**src/rtl/aes_pkg.sv**
```systemverilog
// Shared constants and encodings for the iterative AES-128 decrypt path.
// The controller and the round datapath both agree on the mode values here.
package aes_pkg;

    localparam int DW  = 128;
    localparam int NR  = 10;
    localparam int KIW = 4;

    typedef enum logic [2:0] {
        IDLE  = 3'd0,
        ENTRY = 3'd1,
        ROUND = 3'd2,
        FINAL = 3'd3,
        DONE  = 3'd4
    } state_e;

    // ENTRY skips AddRoundKey/InvMixColumns: the first inverse round only shifts and substitutes.
    localparam logic DP_FULL  = 1'b0;
    localparam logic DP_ENTRY = 1'b1;

    localparam logic [KIW-1:0] KEY_IDX_LAST = KIW'(NR);

endpackage

```
**src/rtl/aes_dec_ctrl.sv**
```systemverilog
// Sequencer for AES-128 decryption: one block at a time through a shared
// single-round inverse datapath, with the first and last AddRoundKey done locally.
module aes_dec_ctrl
    import aes_pkg::*;
(
    input  logic           clk,
    input  logic           rst,
    input  logic           in_valid,
    output logic           in_ready,
    input  logic [DW-1:0]  in_data,
    output logic           out_valid,
    input  logic           out_ready,
    output logic [DW-1:0]  out_data,
    input  logic           key_ready,
    output logic [KIW-1:0] key_idx,
    input  logic [DW-1:0]  key_data,
    output logic           key_lock,
    output logic [DW-1:0]  dp_state_in,
    output logic [DW-1:0]  dp_key,
    output logic           dp_mode,
    input  logic [DW-1:0]  dp_state_out,
    output logic           busy
);

    state_e         state_q, state_d;
    logic [KIW-1:0] cnt_q, cnt_d;
    logic [DW-1:0]  st_q, st_d;
    logic           accept;

    assign in_ready  = (state_q == IDLE) & key_ready;
    assign accept    = in_ready & in_valid;
    assign out_valid = (state_q == DONE);
    assign out_data  = st_q;
    assign dp_key    = key_data;
    assign busy      = (state_q != IDLE);
    assign key_lock  = busy;

    always_ff @(posedge clk or posedge rst) begin
        if (rst) begin
            state_q <= IDLE;
            cnt_q   <= '0;
            st_q    <= '0;
        end else begin
            state_q <= state_d;
            cnt_q   <= cnt_d;
            st_q    <= st_d;
        end
    end

    always_comb begin
        state_d     = state_q;
        cnt_d       = cnt_q;
        st_d        = st_q;
        key_idx     = KEY_IDX_LAST;
        dp_mode     = DP_FULL;
        dp_state_in = '0;

        case (state_q)
            IDLE: begin
                if (accept) begin
                    st_d    = in_data ^ key_data;
                    state_d = ENTRY;
                end
            end
            ENTRY: begin
                dp_state_in = st_q;
                dp_mode     = DP_ENTRY;
                cnt_d       = KIW'(NR - 1);
                state_d     = ROUND;
            end
            ROUND: begin
                // The datapath output is fed straight back so rounds run back-to-back.
                dp_state_in = dp_state_out;
                key_idx     = cnt_q;
                cnt_d       = cnt_q - 1'b1;
                if (cnt_q == KIW'(1)) begin
                    state_d = FINAL;
                end
            end
            FINAL: begin
                key_idx = '0;
                st_d    = dp_state_out ^ key_data;
                state_d = DONE;
            end
            DONE: begin
                if (out_ready) begin
                    state_d = IDLE;
                end
            end
            default: begin
                state_d = IDLE;
            end
        endcase
    end

endmodule

```
**config.mk**
```make
export PLATFORM = sky130hd
export DESIGN_NAME = aes_dec_ctrl
export DESIGN_NICKNAME = d
export VERILOG_FILES = /design/src/rtl/aes_pkg.sv /design/src/rtl/aes_dec_ctrl.sv
export SDC_FILE = /design/constraint.sdc
export NUM_CORES = 1
export LEC_CHECK = 0
export ABC_AREA = 1
export BUFFER_PORTS_ARGS = -buffer_cell sky130_fd_sc_hd__buf_4
export CORE_AREA = 5 5 298 300
export CTS_CLUSTER_SIZE = 8
export DETAILED_ROUTE_END_ITERATION = 6
export DIE_AREA = 0 0 303 305
export PLACE_DENSITY = 0.34
export SKIP_CTS_REPAIR_TIMING = 1
export SLEW_MARGIN = 20
export SYNTH_ARGS = -nofsm -noshare
export SYNTH_HDL_FRONTEND = slang
export SYNTH_SLANG_ARGS = --single-unit
```
**constraint.sdc**
```tcl
create_clock -name clk -period 4.3 [get_ports clk]
set_input_delay 0.86 -clock clk [delete_from_list [all_inputs] [get_ports clk]]
set_output_delay 0.86 -clock clk [all_outputs]
set_load 0.05 [all_outputs]
```
==> out/results.ini <==
[outcome]
outcome=finished, final reports clean

[critical_path]
crit_chain=nor2_4 -> nand2_2 -> inv_4 -> buf_12 -> a22o_1 -> buf_4
startpoint=state_q[0]$_DFFE_PP0P_
arrival_ns=2.59
cpMaxStageDelayCell=dfrtp_4
timing.rr.start=state_q[0]$_DFFE_PP0P_
cp_max_fo=47
crit_path_end_kind=primary output
crit_end=dp_state_in[97]
cp-start-kind=register
required_ns=3.44
criticalPathCategory=register to primary output
r2r_slack_ns=1.68
max_stage_delay_ns=0.50
rr_endpoint=out_data[103]$_DFFE_PP0P_
rr_worst_depth=8

[clock_tree]
clockRootBuffer=clkbuf_16
htree_levels=4
cts.clk_slew.worst_paths_ns=0.06
numCtsBuffers=17
cts_tree=yes
clockBufferDepth=2
clock-sinks=135
clock_latency_ns=0.46

[worst_hold_path]
hold_class=register to register

[yosys]
synth_nets=2215
synth_compound_area_share_pct=5.53
synth_cell_types=21
synthArstFlopShare_pct=100
synth_top_family_by_area=simple AND/OR/NAND/NOR gates
syn_area_per_cell_um2=6.28
ys_ff_latch=135
synth_area_leaders=dfrtp_1, nand2_1, nand3_1
synth_top_area_share_pct=29.5
yosysWarnings=0
synth.most_common_cell=nand2_1
seq_area_frac_synth_pct=29.5
synth-simple-area-share_pct=46.0
syn_inst=1824
synthMuxAreaShare_pct=0
ys.flop_type=dfrtp_1
synth_top_area_cell=dfrtp_1
yosys.area_share.adder_pct=0.218
ys_top_cells_by_count=nand2_1, nand3_1, buf_4
synthXorXnorAreaFrac_pct=0.0765
syn_area_um2=11500
synth_edf_count=0

[cells_and_area]
register_area_um2=3390
areaGrowthSynthToFinish_pct=57.4
final_cells=3566
final_area_um2=18000
multi_input_area_um2=5950
nNetsFinal=2787
fillers=9845
post_route_cells_drive_above_1_share_pct=34.8

[timing]
finalSetupViolCount=0
finalCritPeriodShare_pct=80.2
min_period_ns=3.45
maxSlewViolCount=0
slew_headroom_pct=33.3
rsz0062_at_grt=no
setup_tns_ns=0
worst_pin_slew_ns=1.00
finClkSkew_ns=0.00976
finalHoldViolations=0
fmax_ghz=0.290

[drt]
vias=14300
highest_layer=met4
drt_iter0_drc=699
final_antenna_net_count=0
wirelength_um=66900
dr.pass1.iters=5
avgRoutedWirePerCell_um=18.8
via_per_inst=4.00
wl_met1_um=25800
wl_met2_um=35200
route.met3.wl_um=4250
drc_errors=0

[placed_design]
dpl.hpwl_um=50800
dpl.cell_count=3532
portBuffers=781
gp_congestion=0.847
dpl_cell_area_um2=17400

[floorplanning]
die_area_um2=92400
start_util_pct=13.3
coreArea_um2=85900
die_w_um=303
pin_count=782
rows=108
fp.dieH_um=305

[global_route]
grt_max_degree=136
grt_pass1_wl_um=95800
grt_pass1_vias=14400
antenna_found_initial=5
overflow=0
grt_use_total_pct=13.8

[power]
peakVddDrop_mv=0.546
cellPowerDensity_nw_per_um2=893
p_leak_nw=10.1

[run]
maxCapViolCount=0

[power by group]
part | total [W] | leakage (nW) | internal [W] | switching, W
clock | 0.00168 | 0.312 | 0.00104 | 0.000644
combinational | 0.0117 | 8.16 | 0.00316 | 0.00857
sequential | 0.00269 | 1.64 | 0.00193 | 0.000756
total | 0.0161 | 10.1 | 0.00613 | 0.00997
[critical path: cells and delay by family (launching register included)]
family / cells / cell delay, ns
buffers and inverters: 3 / 0.99
DFF: 1 / 0.50
AOI/OAI and AO/OA: 1 / 0.27
and+or+nand+nor: 2 / 0.26
[layout by cell type (no fill, tap or decap)]
cell	netlist	final
clkinvlp_4	0	2
nand2_1	828	827
inv_1	137	136
ha_1	2	2
bufinv_16	0	5
a21oi_1	1	1
nand2_4	0	1
nor2_4	1	1
clkinv_2	0	2
buf_4	160	790
nand3_4	0	1
a22o_1	68	68
inv_4	0	3
clkbuf_16	0	17
dfrtp_4	0	2
xnor2_1	1	1
inv_6	0	1
nand2_2	1	1
diode_2	0	4
nand3_1	258	258
o22ai_1	2	2
buf_12	0	6
clkbuf_8	0	1
nand4_1	129	129
nor2_1	6	6
dfrtp_1	135	133
clkinv_4	0	4
nor3_1	3	3
o21ai_0	4	4
[metal layers]
layer	track usage (%)	vias up
met5	0	-
met2	25.4	520
met3	3.25	65
met1	15.5	6729
met4	4.15	0
li1	-	6947
[cell families (layout without fill, tap and decap cells)]
family,after synthesis,after routing
AO/OA/AOI/OAI,75,75
XOR/XNOR,1,1
adder cells (fa/ha/maj),2,2
buffers and inverters,384,967
flip-flops,135,135
other,0,4
AND/OR/NAND/NOR,1227,1227
[registers in the layout, summed over array words and instances, names as in the netlist]
register  count
state_q       3
cnt_q         4
out_data    128
[metrics by stage]
stage / total power [W] / hold WS [ns] / utilization, % / setup WS [ns]
global route: 0.0171 / 0.529 / 21.0 / 0.649
detailed placement: 0.0146 / 0.490 / 20.2 / 1.30
floorplan: 0.0106 / 0.452 / - / 1.51
CTS: 0.0164 / 0.500 / 21.0 / 0.735
global placement: 0.0146 / 0.490 / 20.2 / 1.26
finish: 0.0161 / 0.489 / 21.0 / 0.851
[layout make-up]
type / instances / area share, %
multi-input cells: 1305 / 33.0
inverters: 141 / 3.03
clock inverters: 12 / 1.12
clock buffers: 18 / 2.44
flip-flops and latches: 135 / 18.8
well taps: 1155 / 8.01
diodes: 4 / 0.0555
repair buffers: 796 / 33.6
[worst min-delay path by stage]
stage                                    start                   end  slack [ns]  depth (start not counted)
final                     cnt_q[3]$_DFFE_PP0P_  cnt_q[3]$_DFFE_PP0P_        0.49                          1
after global routing      cnt_q[3]$_DFFE_PP0P_  cnt_q[3]$_DFFE_PP0P_        0.53                          1
after CTS                 cnt_q[3]$_DFFE_PP0P_  cnt_q[3]$_DFFE_PP0P_        0.50                          1
after detailed placement  cnt_q[3]$_DFFE_PP0P_  cnt_q[3]$_DFFE_PP0P_        0.49                          1
after global placement    cnt_q[3]$_DFFE_PP0P_  cnt_q[3]$_DFFE_PP0P_        0.49                          1
after floorplan           cnt_q[3]$_DFFE_PP0P_  cnt_q[3]$_DFFE_PP0P_        0.45                          1
No activity file was read; power rests on OpenSTA's default activity.
